## src/rtl/stream_demux_w_qos.sv

```systemverilog
// stream_demux_w_qos
// Packet-aware 1-to-N stream router. The merged input stream is split back
// onto STREAM_COUNT output streams. Each packet goes to the output named by
// the id of its first beat. The destination and qos stay locked for the rest
// of the packet. Packets whose id is out of range are discarded.
// A one-entry output register gives one cycle of latency at full throughput.
//
// Optional feature macro: STREAM_DEMUX_DROP_CNT_EN
//   When defined, an 8-bit saturating counter of discarded packets is kept
//   and driven on drop_cnt_out.

module stream_demux_w_qos #(
    parameter int T_DATA_WIDTH = 4,
    parameter int T_QOS__WIDTH = 2,
    parameter int STREAM_COUNT = 3,
    parameter int T_ID___WIDTH = $clog2(STREAM_COUNT)
) (
    input  logic                                     clk,
    input  logic                                     rst,
    input  logic [T_DATA_WIDTH-1:0]                  s_data_in,
    input  logic [T_QOS__WIDTH-1:0]                  s_qos_in,
    input  logic [T_ID___WIDTH-1:0]                  s_id_in,
    input  logic                                     s_last_in,
    input  logic                                     s_valid_in,
    output logic                                     s_ready_out,
    output logic [STREAM_COUNT-1:0][T_DATA_WIDTH-1:0] m_data_out,
    output logic [STREAM_COUNT-1:0][T_QOS__WIDTH-1:0] m_qos_out,
    output logic [STREAM_COUNT-1:0]                  m_last_out,
    output logic [STREAM_COUNT-1:0]                  m_valid_out,
    input  logic [STREAM_COUNT-1:0]                  m_ready_in
`ifdef STREAM_DEMUX_DROP_CNT_EN
    ,
    output logic [7:0]                               drop_cnt_out
`endif
);

    typedef enum logic [1:0] {
        ST_IDLE = 2'd0,
        ST_FWD  = 2'd1,
        ST_DROP = 2'd2
    } state_t;

    // Ids at or above this limit name no output and are discarded.
    localparam logic [T_ID___WIDTH:0] ID_LIMIT = STREAM_COUNT[T_ID___WIDTH:0];

    // One-hot valid vector for a destination index.
    function automatic logic [STREAM_COUNT-1:0] dest_onehot(
        input logic [T_ID___WIDTH-1:0] idx
    );
        logic [STREAM_COUNT-1:0] vec;
        vec      = '0;
        vec[idx] = 1'b1;
        return vec;
    endfunction

    state_t                    state_r;
    logic [T_DATA_WIDTH-1:0]   data_r;
    logic [T_QOS__WIDTH-1:0]   qos_r;
    logic [T_ID___WIDTH-1:0]   dest_r;
    logic                      last_r;
    logic [STREAM_COUNT-1:0]   valid_r;

    logic                      full_s;
    logic                      drain_s;
    logic                      id_valid_s;
    logic                      accept_s;
    logic                      load_s;
    logic                      drop_first_s;
    logic [T_ID___WIDTH-1:0]   load_dest_s;
    logic [T_QOS__WIDTH-1:0]   load_qos_s;

    // The register is full whenever one output is being offered a beat.
    assign full_s     = |valid_r;
    assign drain_s    = full_s & m_ready_in[dest_r];
    assign id_valid_s = ({1'b0, s_id_in} < ID_LIMIT);
    assign accept_s   = s_valid_in & s_ready_out;

    // Input ready: discarding states always accept; forwarding needs register room.
    always_comb begin
        s_ready_out = 1'b0;
        if (rst) begin
            s_ready_out = 1'b0;
        end else if (state_r == ST_DROP) begin
            s_ready_out = 1'b1;
        end else if ((state_r == ST_IDLE) && !id_valid_s) begin
            s_ready_out = 1'b1;
        end else begin
            s_ready_out = !full_s || m_ready_in[dest_r];
        end
    end

    // Decide whether an accepted beat loads the register and where it is headed.
    always_comb begin
        load_s       = 1'b0;
        drop_first_s = 1'b0;
        load_dest_s  = dest_r;
        load_qos_s   = qos_r;
        case (state_r)
            ST_IDLE: begin
                if (id_valid_s) begin
                    load_s       = accept_s;
                    drop_first_s = 1'b0;
                end else begin
                    load_s       = 1'b0;
                    drop_first_s = accept_s;
                end
                load_dest_s = s_id_in;
                load_qos_s  = s_qos_in;
            end
            ST_FWD: begin
                load_s      = accept_s;
                load_dest_s = dest_r;
                load_qos_s  = qos_r;
            end
            ST_DROP: begin
                load_s = 1'b0;
            end
            default: begin
                load_s = 1'b0;
            end
        endcase
    end

    // Packet state machine and output register; destination/qos lock on first beat.
    always_ff @(posedge clk) begin
        if (rst) begin
            state_r <= ST_IDLE;
            data_r  <= '0;
            qos_r   <= '0;
            dest_r  <= '0;
            last_r  <= 1'b0;
            valid_r <= '0;
        end else begin
            case (state_r)
                ST_IDLE: begin
                    if (accept_s) begin
                        if (s_last_in) begin
                            state_r <= ST_IDLE;
                        end else if (id_valid_s) begin
                            state_r <= ST_FWD;
                        end else begin
                            state_r <= ST_DROP;
                        end
                    end
                end
                ST_FWD: begin
                    if (accept_s && s_last_in) begin
                        state_r <= ST_IDLE;
                    end
                end
                ST_DROP: begin
                    if (accept_s && s_last_in) begin
                        state_r <= ST_IDLE;
                    end
                end
                default: begin
                    state_r <= ST_IDLE;
                end
            endcase

            if (load_s) begin
                data_r  <= s_data_in;
                last_r  <= s_last_in;
                dest_r  <= load_dest_s;
                qos_r   <= load_qos_s;
                valid_r <= dest_onehot(load_dest_s);
            end else if (drain_s) begin
                valid_r <= '0;
            end
        end
    end

    // Broadcast the held beat to every output; only valid is qualified by dest.
    always_comb begin
        for (int i = 0; i < STREAM_COUNT; i++) begin
            m_data_out[i] = data_r;
            m_qos_out[i]  = qos_r;
            m_last_out[i] = last_r;
        end
        m_valid_out = valid_r;
    end

`ifdef STREAM_DEMUX_DROP_CNT_EN
    logic [7:0] drop_cnt_r;

    // Count discarded packets on their first beat, holding at the maximum.
    always_ff @(posedge clk) begin
        if (rst) begin
            drop_cnt_r <= 8'd0;
        end else if (drop_first_s && (drop_cnt_r != 8'hFF)) begin
            drop_cnt_r <= drop_cnt_r + 8'd1;
        end
    end

    assign drop_cnt_out = drop_cnt_r;
`else
    logic unused_drop_s;
    assign unused_drop_s = drop_first_s;
`endif

endmodule
```

## config.mk

```make
export PLATFORM = sky130hd
export DESIGN_NAME = stream_demux_w_qos
export DESIGN_NICKNAME = d
export VERILOG_FILES = /design/src/rtl/stream_demux_w_qos.sv
export SDC_FILE = /design/constraint.sdc
export NUM_CORES = 1
export LEC_CHECK = 0
export CAP_MARGIN = 10
export CORE_MARGIN = 5
export CORE_UTILIZATION = 32
export DETAILED_ROUTE_END_ITERATION = 10
export HOLD_SLACK_MARGIN = 0.1
export PLACE_DENSITY = 0.66
export SYNTH_ARGS = -nofsm -noshare
export SYNTH_HDL_FRONTEND = slang
export SYNTH_SLANG_ARGS = --single-unit
```

## constraint.sdc

```tcl
create_clock -name clk -period 5.25 [get_ports clk]
set_clock_uncertainty 0.15 [all_clocks]
set_input_delay 1.05 -clock clk [delete_from_list [all_inputs] [get_ports clk]]
set_output_delay 1.05 -clock clk [all_outputs]
set_load 0.03 [all_outputs]
```

# Yosys cells after proc, flatten, opt, wreduce, memory -nomap -nowiden
# Index checks and enable logic that the tools add are counted.
# op_classes
muxes,17
bitwise_logic,2
n_reduce_logical,12
magnitude_cmp,4
eq_ne,4
# ops
op,count
2-bit 2-to-1 mux,5
2-bit by 3-bit < comparator with 1-bit output (second input constant),2
1-bit 2-to-1 mux,6
3-bit 2-to-1 mux,2
2-bit case mux with 2 select lines,1
2-bit AND reduction,2
1-bit logical AND,3
3-bit OR reduction,1
1-bit AND,2
1-bit binary-select mux with 2-bit select,1
1-bit demux with 2-bit select,1
2-bit by 1-bit == test with 1-bit output (second input constant),1
2-bit == test (second input constant),1
2-bit by 1-bit >= comparator with 1-bit output (second input constant),1
1-bit logical NOT,2
2-bit logical NOT,1
2-bit < comparator (second input constant),1
2-bit by 1-bit != test with 1-bit output (second input constant),1
2-bit != test (second input constant),1
1-bit case mux with 2 select lines,1
2-bit nonzero test,1
2-bit OR reduction,1
1-bit logical OR,1
# word_totals
out_inout_bits,25
register_bits,14
inputBits,15
wordCells,45

# Depth between registers and ports, before layout
# Gate-level depths: netlist of run 1.
# logic_depth
ltp_word,10
depth_mapped,7
mapped_depth_nobuf,6

# Worst setup path after synthesis of run 1
# No wires, ideal clock.
# synth_timing
path_type,input port to output port
start,in m_ready_in[2]
end,out s_ready_out
arrival_time_ns,1.882
t_required_ns,4.050
n_path_buf,0
cell_stages,4
slack_ns,2.168
cell_sequence,mux2i_1 o21ai_4 nor2_1 nor2_1
# synth_between
elab_chain_cells,6
# synth_lines
item,line_no,rtl
"start, declared",30,input logic [STREAM_COUNT-1:0] m_ready_in
1-bit binary-select mux with 2-bit select,88,s_ready_out = !full_s || m_ready_in[dest_r];
1-bit 2-to-1 mux (implied by the code),88,
1-bit logical OR,88,
1-bit 2-to-1 mux,85,end else if ((state_r == ST_IDLE) && !id_valid_s) begin
1-bit 2-to-1 mux,83,end else if (state_r == ST_DROP) begin
1-bit 2-to-1 mux,81,if (rst) begin
"end, declared",25,"output logic s_ready_out,"
# No other way between the ends. The select of a mux whose other input is x is not followed.

# Final worst setup path of run 1
# layout_timing
start,in s_id_in[1]
end,out s_ready_out
# layout_between
elab_chain_cells,6
# layout_lines
item,line_no,rtl
"start, declared",22,"input logic [T_ID___WIDTH-1:0] s_id_in,"
2-bit < comparator,75,"assign id_valid_s = ({1'b0, s_id_in} < ID_LIMIT);"
1-bit logical NOT,85,
1-bit logical AND,85,
1-bit 2-to-1 mux,85,
1-bit 2-to-1 mux,83,
1-bit 2-to-1 mux,81,
# No other way between the ends.

==> results.json, run 1 <==
{
  "status": "finished, final reports clean",
  "min_path_type": "reg -> reg",
  "yosys_most_used_dff": "dfxtp_1",
  "max_cap_violations": 0,
  "tightest_slew_ps": 341,
  "synthTopCellsByArea": "dfxtp_1 (30%), buf_4 (12%), mux2_4 (11%)",
  "drtAntennaViolNets": 0,
  "drt_iter0_markers": 11,
  "crit_path_start_kind": "primary input",
  "cp.required_ps": 4050,
  "slew_headroom": 0.766,
  "crit_type": "in -> out",
  "r2r-start": "state_r[0]",
  "max-vdd-ir-drop_v": 0.000152,
  "die_x_um": 63.8,
  "synth_seq_cells": 14,
  "grt_pass1_vias": 702,
  "fillerInstances": 267,
  "cts_tree": "done",
  "cts.sinks": 14,
  "post-route-period-util": 0.757,
  "vias_per_cell": 4.84,
  "nNetsFinal": 135,
  "syn2layout_area_growth_pct": 35.9,
  "drive_gt1_frac": 0.174,
  "first_pass_iters": 4,
  "seq_area_um2": 280,
  "start_util": 0.335,
  "critPathArrivalTime_ps": 2770,
  "synth.largest_area_cell": "dfxtp_1",
  "drc": 0,
  "postPlaceCellArea_mm2": 0.00123,
  "final.setup.tns_ps": 0,
  "clk_path_buf_depth": 2,
  "io_pins": 40,
  "h-tree-depth": 1,
  "die_area_mm2": 0.00406,
  "r2r_cells": 6,
  "post_cts_buffers": 0,
  "yosysUniqueCellTypes": 27,
  "period_needed_ps": 3970,
  "synth.avg_cell_area_um2": 10.4,
  "synth_commonest_cells": "buf_4 (15), dfxtp_1 (14), nor2b_1 (8), mux2_4 (7)",
  "die_h_um": 63.8,
  "n_antenna_cell": 0,
  "place_inst": 143,
  "hold_buffers": 0,
  "wirelength_um": 1960,
  "cp_max_fo": 6,
  "layoutNonFillerInstCount": 146,
  "synthCells": 89,
  "clkSlewWorstSetupHoldPaths_ps": 80,
  "synth_warnings": 0,
  "grt_pass1_wl_um": 3400,
  "crit_path_start": "s_id_in[1]",
  "gp_congestion": 0.798,
  "portBuffers": 39,
  "hold_viol": 0,
  "wl_per_cell_um": 13.4,
  "grtUsageTotal": 0.102,
  "setup_viol_count_final": 0,
  "multiInputGateArea_um2": 498,
  "power_mw": 0.312,
  "cts-root-buf": "clkbuf_4",
  "yosysMostFrequentCell": "buf_4",
  "grt_max_degree": 14,
  "power.density_mw_per_mm2": 249,
  "fp.coreArea_mm2": 0.00276,
  "synth_nets": 107,
  "synth_edf_count": 0,
  "rsz0062_at_grt": "false",
  "final_area_mm2": 0.00126,
  "seq_area_frac_synth": 0.303,
  "clk_latency_ps": 270,
  "drv_slew": 0,
  "p_leak_nw": 0.504,
  "synth_top_area_share": 0.303,
  "antenna_found_initial": 0,
  "netlist_area_um2": 925,
  "ctsResizeCount": 0,
  "fmax_mhz": 252,
  "overflow": 0,
  "vias": 706,
  "ff2ff_setup_slack_ps": 3230,
  "synth-async-reset-ratio": 0,
  "dpl.hpwl_um": 1520,
  "rows": 19,
  "rr_endpoint": "data_r[0]",
  "crit_path_end": "s_ready_out",
  "cts_buffers": 3,
  "crit_path_end_kind": "output port"
}
## worst min path at each step
stage	start	to	slack (ps)	cells after the start
2_1_floorplan	state_r[1]	state_r[1]	300	2
3_3_place_gp	state_r[0]	state_r[0]	320	2
3_5_place_dp	state_r[1]	state_r[1]	330	2
4_1_cts	state_r[1]	state_r[1]	340	2
5_1_grt	state_r[0]	state_r[0]	390	2
6_report	state_r[1]	state_r[1]	340	2
## logic make-up (layout without fill, tap and decap cells)
logic type | after synthesis | count (layout) | synth area share
buffers and inverters | 22 | 48 | 0.158
AND/OR/NAND/NOR | 24 | 24 | 0.139
multiplexers | 13 | 13 | 0.179
flip-flops | 14 | 14 | 0.303
AO/OA/AOI/OAI | 13 | 13 | 0.180
adder cells (fa/ha/maj) | 3 | 3 | 0.0406
## metrics by stage
step	worst slack [ps]	utilization	hold WS, ps
after global routing	1160	0.456	385
after global placement	1300	0.447	324
after floorplan	2170	-	305
after detailed placement	1270	0.447	332
final	1280	0.456	341
after CTS	1260	0.456	344
## sequential cells by signal, indices dropped and copies added (netlist names)
name,cells
data_r,4
dest_r,2
last_r,1
m_valid_out,3
qos_r,2
state_r,2
## critical path, cell delays in order
cell	delay [ps]
clkdlybuf4s50_1	590
a31oi_4	110
nand2_2	180
nor2_1	80
nor2_1	90
clkdlybuf4s50_1	670
## layer usage
layer	part of all wire	global-route usage
met5	0	0
met4	0.0061	0.0234
met3	0.080	0.0455
met2	0.50	0.184
met1	0.41	0.110
## where the power goes
group	switching, mW	leakage, nW	internal, mW
combinational	0.0680	0.375	0.0609
clock	0.0341	0.0138	0.0266
sequential	0.00795	0.115	0.115
total	0.110	0.504	0.202
## layout make-up
class,count,area share
flip-flops and latches,14,0.223
multi-input cells,53,0.396
repair buffers,40,0.317
inverters,5,0.0149
clock buffers,3,0.0179
well taps,31,0.0309
## cells in the final DEF, fill, tap and decap left out, types with 2 or more instances in the layout
cell             Yosys  routed
nand2_1              6       6
dfxtp_1             14      14
mux2_4               7       7
ha_1                 3       3
clkdlybuf4s50_1      0      39
o21ai_4              2       2
mux2i_1              6       6
a32o_1               2       2
inv_1                5       5
nor2b_1              8       8
clkbuf_4             0       3
nor2_1               5       5
No activity file was read; power rests on OpenSTA's default activity.
==> run 2: changes to the inputs <==
==> constraint.sdc (replaced) <==
create_clock -name clk -period 4 [get_ports clk]
set_clock_uncertainty 0.15 [all_clocks]
set_input_delay 0.8 -clock clk [delete_from_list [all_inputs] [get_ports clk]]
set_output_delay 0.8 -clock clk [all_outputs]
set_load 0.03 [all_outputs]
==> run 2 against run 1 <==
  * Sequential power grew 31%
  * Total power grew 30%
  * Utilization is the same
  * Routed wire length shrank 1.6%
  * Clock power grew 27%
  * Hold slack lost 3.5 ps
  * Die area is the same
  * Via count shrank 3.3%
  * Sequential share of layout area is the same
  * Cell count is the same
  * Global-route usage shrank 0.27 points
==> results.json, run 2 (synthesis results as in run 1) <==
{
  "nNetsFinal": 135,
  "seq_area_um2": 280,
  "cp.required_ps": 3050,
  "portBuffers": 39,
  "setup_viol_count_final": 0,
  "rsz0062_at_grt": "false",
  "overflow": 0,
  "clk_path_buf_depth": 2,
  "gp_congestion": 0.775,
  "drtAntennaViolNets": 0,
  "final_cell_mix": "clkdlybuf4s50_1 (39), dfxtp_1 (14), nor2b_1 (8)",
  "post-route-period-util": 0.866,
  "die_area_mm2": 0.00406,
  "critPathBufInv": 2,
  "slew_headroom": 0.764,
  "drv_slew": 0,
  "place_inst": 143,
  "wl_per_cell_um": 13.2,
  "drt_iter0_markers": 13,
  "grt_pass1_wl_um": 3280,
  "hold_viol": 0,
  "crit_path_start_kind": "primary input",
  "final.setup.tns_ps": 0,
  "final_common_cell": "clkdlybuf4s50_1",
  "grtUsageTotal": 0.0998,
  "vias_per_cell": 4.68,
  "multiInputGateArea_um2": 498,
  "period_needed_ps": 3460,
  "cts.sinks": 14,
  "drc": 0,
  "cp_top_family": "buffers and inverters",
  "max-vdd-ir-drop_v": 0.000209,
  "fp.coreArea_mm2": 0.00276,
  "drive_gt1_frac": 0.174,
  "largest_register_ffs": 4,
  "cts_tree": "done",
  "cts_buffers": 3,
  "first_pass_iters": 4,
  "grt_max_degree": 13,
  "grt_pass1_vias": 702,
  "fillerInstances": 276,
  "antenna_found_initial": 0,
  "hold_buffers": 0,
  "regMostFlops": "data_r",
  "wirelength_um": 1930,
  "slowest_stage": "clkdlybuf4s50_1",
  "clkSlewWorstSetupHoldPaths_ps": 80,
  "layoutNonFillerInstCount": 146,
  "tightest_slew_ps": 345,
  "p_leak_nw": 0.504,
  "post_cts_buffers": 0,
  "rows": 19,
  "crit_type": "in -> out",
  "power.density_mw_per_mm2": 323,
  "vias": 683,
  "critical-path-max-stage-delay_ps": 670,
  "die_h_um": 63.8,
  "status": "finished, final reports clean",
  "h-tree-depth": 1,
  "start_util": 0.335,
  "clk_latency_ps": 270,
  "min_path_type": "reg -> reg",
  "dpl.hpwl_um": 1550,
  "die_x_um": 63.8,
  "critPathArrivalTime_ps": 2510,
  "whs_ps": 337,
  "io_pins": 40,
  "n_antenna_cell": 0,
  "cts-root-buf": "clkbuf_4",
  "cp_max_fo": 6,
  "ctsResizeCount": 0,
  "fmax_mhz": 289,
  "syn2layout_area_growth_pct": 35.9,
  "max_cap_violations": 0,
  "path_cells": "clkdlybuf4s50_1 > a31oi_4 > nand2_2 > nor2_1 > nor2_1 > clkdlybuf4s50_1",
  "crit_path_end_kind": "output port"
}
-- run 2: cell counts in the layout (fill, tap and decap cells not counted) --
Identical to the previous run, type by type.
-- run 2: power breakdown --
part / switching (mW) / total (mW) / internal, mW
Combinational: 0.0888 / 0.169 / 0.0799
Clock: 0.0421 / 0.0770 / 0.0348
Sequential: 0.0101 / 0.161 / 0.150
Total: 0.141 / 0.406 / 0.265
-- run 2: worst register-to-register path: cells and delay by family, from the launching register on --
kind / cells / cell delay (ps)
compound gates: 2 / 530
buf+inv: 1 / 80
mux: 1 / 330
flops: 1 / 360
simple gates: 1 / 140
fa+ha+maj: 1 / 320
-- run 2: cell type report --
| cell class | instances | share of cell area |
|---|---|---|
| clock buffer | 3 | 0.0179 |
| multi-input combinational | 53 | 0.396 |
| timing repair buffer | 40 | 0.317 |
| tap | 31 | 0.0309 |
| sequential | 14 | 0.223 |
| inverter | 5 | 0.0149 |
-- run 2: layer usage --
| layer | GRT usage | wire length (um) | vias up |
|---|---|---|---|
| li1 | - | - | 342 |
| met2 | 0.171 | 964 | 25 |
| met1 | 0.109 | 819 | 314 |
| met5 | 0 | 0 | - |
| met4 | 0.0312 | 9 | 0 |
| met3 | 0.0455 | 136 | 2 |
-- run 2: final timing paths --
kind                            depth (start not counted)  slack (ps)  startpoint           to
worst min-delay path                                    2         340  state_r[1]   state_r[1]
worst max register to register                          6        1990  state_r[0]    data_r[1]
worst min register to register                          2         340  state_r[1]   state_r[1]
worst max-delay path                                    6         540  s_id_in[1]  s_ready_out
-- run 2: through the flow --
| step | util | power, mW | worst slack (ps) | instance area, um^2 |
|---|---|---|---|---|
| after global routing | 0.456 | 0.431 | 421 | 1260 |
| after CTS | 0.456 | 0.417 | 518 | 1260 |
| after detailed placement | 0.447 | 0.334 | 517 | 1230 |
| final | 0.456 | 0.406 | 537 | 1260 |
| after floorplan | - | 0.285 | 1420 | 925 |
| after global placement | 0.447 | 0.332 | 548 | 1230 |
==> run 3: changes to the inputs <==
--- a/config.mk
+++ b/config.mk
@@ -7,10 +7,11 @@
 export LEC_CHECK = 0
 export CAP_MARGIN = 10
 export CORE_MARGIN = 5
-export CORE_UTILIZATION = 32
+export CORE_UTILIZATION = 40
 export DETAILED_ROUTE_END_ITERATION = 10
+export DONT_BUFFER_PORTS = 1
 export HOLD_SLACK_MARGIN = 0.1
-export PLACE_DENSITY = 0.66
+export PLACE_DENSITY = 0.56
 export SYNTH_ARGS = -nofsm -noshare
 export SYNTH_HDL_FRONTEND = slang
 export SYNTH_SLANG_ARGS = --single-unit
==> run 3 against run 2 <==
  * Sequential share of layout area increased by 10 points
  * Flip-flop and latch count unchanged
  * Global-route usage increased by 0.090 points
  * Critical path depth unchanged
  * Via count decreased by 22%
  * Cell count decreased by 29%
  * Utilization decreased by 6.3 points
  * Sequential power increased by 27%
  * Maximum frequency increased by 23%
  * Hold slack improved by 6.0 ps
  * Count of clock-buffer cells in the layout increased by 1
  * Critical path type is now reg -> out
==> results.json, run 3 (synthesis results as in run 1) <==
{
  "status": "finished, final reports clean",
  "layoutNonFillerInstCount": 104,
  "syn2layout_area_growth_pct": -6.09,
  "setup_viol_count_final": 0,
  "power.density_mw_per_mm2": 433,
  "drive_gt1_frac": 0.263,
  "rsz0062_at_grt": "false",
  "cp_max_fo": 7,
  "ff2ff_setup_slack_ps": 1970,
  "gp_congestion": 0.628,
  "drv_slew": 0,
  "cp.required_ps": 3050,
  "vias": 532,
  "rr_endpoint": "data_r[0]",
  "regMostFlops": "data_r",
  "cts_tree": "done",
  "nNetsFinal": 95,
  "die_x_um": 58.1,
  "post_cts_buffers": 0,
  "antenna_found_initial": 0,
  "start_util": 0.418,
  "clk_path_buf_depth": 2,
  "multiInputGateArea_um2": 498,
  "critPathArrivalTime_ps": 1870,
  "power_mw": 0.376,
  "largest_register_ffs": 4,
  "final_common_cell": "dfxtp_1",
  "cts_buffers": 3,
  "overflow": 0,
  "clkSlewWorstSetupHoldPaths_ps": 90,
  "tightest_slew_ps": 876,
  "slew_headroom": 0.415,
  "drc": 0,
  "n_antenna_cell": 0,
  "max_cap_violations": 0,
  "h-tree-depth": 1,
  "dpl.hpwl_um": 1210,
  "crit_type": "reg -> out",
  "vias_per_cell": 5.12,
  "wl_per_cell_um": 15.1,
  "io_pins": 40,
  "crit_path_start": "state_r[0]",
  "min_path_type": "reg -> reg",
  "grt_max_degree": 14,
  "die_area_mm2": 0.00337,
  "cts-root-buf": "clkbuf_4",
  "place_inst": 100,
  "die_h_um": 58.1,
  "fillerInstances": 217,
  "crit_path_end_kind": "output port",
  "fp.coreArea_mm2": 0.00221,
  "hold_buffers": 0,
  "ctsResizeCount": 0,
  "fmax_mhz": 354,
  "grt_pass1_wl_um": 2570,
  "final_cell_mix": "dfxtp_1 (14), nor2b_1 (8), mux2_4 (7)",
  "first_pass_iters": 2,
  "cts.sinks": 14,
  "p_leak_nw": 0.363,
  "r2r-start": "state_r[0]",
  "r2r_cells": 6,
  "hold_viol": 0,
  "portBuffers": 0,
  "crit_path_start_kind": "flop",
  "crit_path_end": "s_ready_out",
  "final.setup.tns_ps": 0,
  "grtUsageTotal": 0.101,
  "drtAntennaViolNets": 0,
  "max-vdd-ir-drop_v": 0.000195,
  "wirelength_um": 1570,
  "grt_pass1_vias": 558,
  "clk_latency_ps": 290,
  "rows": 17,
  "post-route-period-util": 0.706,
  "drt_iter0_markers": 6,
  "seq_area_um2": 280,
  "period_needed_ps": 2820
}
[run 3: layout make-up]
type	count	share of cell area
Inverter	5	0.0216
Sequential cell	14	0.323
Clock buffer	4	0.0418
Tap cell	28	0.0403
Multi-Input combinational cell	53	0.573
[run 3: worst min-delay path by stage]
stage                             to  depth (start not counted)  slack (ps)  startpoint
after floorplan           state_r[1]                          2         300  state_r[1]
final                     state_r[1]                          2         340  state_r[1]
after detailed placement  state_r[0]                          2         330  state_r[0]
after CTS                 state_r[0]                          2         340  state_r[0]
after global routing      state_r[1]                          2         370  state_r[1]
after global placement    state_r[1]                          2         330  state_r[1]
[run 3: critical path, cell delays in order (launching register included)]
cell     delay [ps]
dfxtp_1         330
inv_1            80
ha_1            360
a31oi_4         120
nand2_2         170
nor2_1           80
nor2_1          440
[run 3: stage by stage]
stage	cell area (um^2)	utilization	worst slack (ps)	hold WS [ps]
floorplan	925	-	1420	305
global placement	832	0.376	1370	326
detailed placement	832	0.376	1360	326
CTS	868	0.393	1170	339
global route	868	0.393	1040	373
finish	868	0.393	1180	343
[run 3: routing by layer]
layer,vias to the layer above,GRT usage,routed length [um]
met5,-,0,0
met4,0,0.0596,29
met3,4,0.0512,165
met2,22,0.145,693
met1,243,0.119,685
li1,263,-,-
[run 3: where the power goes]
group	internal (mW)	switching (mW)	leakage [nW]
clock	0.0554	0.0508	0.0210
combinational	0.0324	0.0320	0.227
sequential	0.150	0.0546	0.115
total	0.238	0.137	0.363
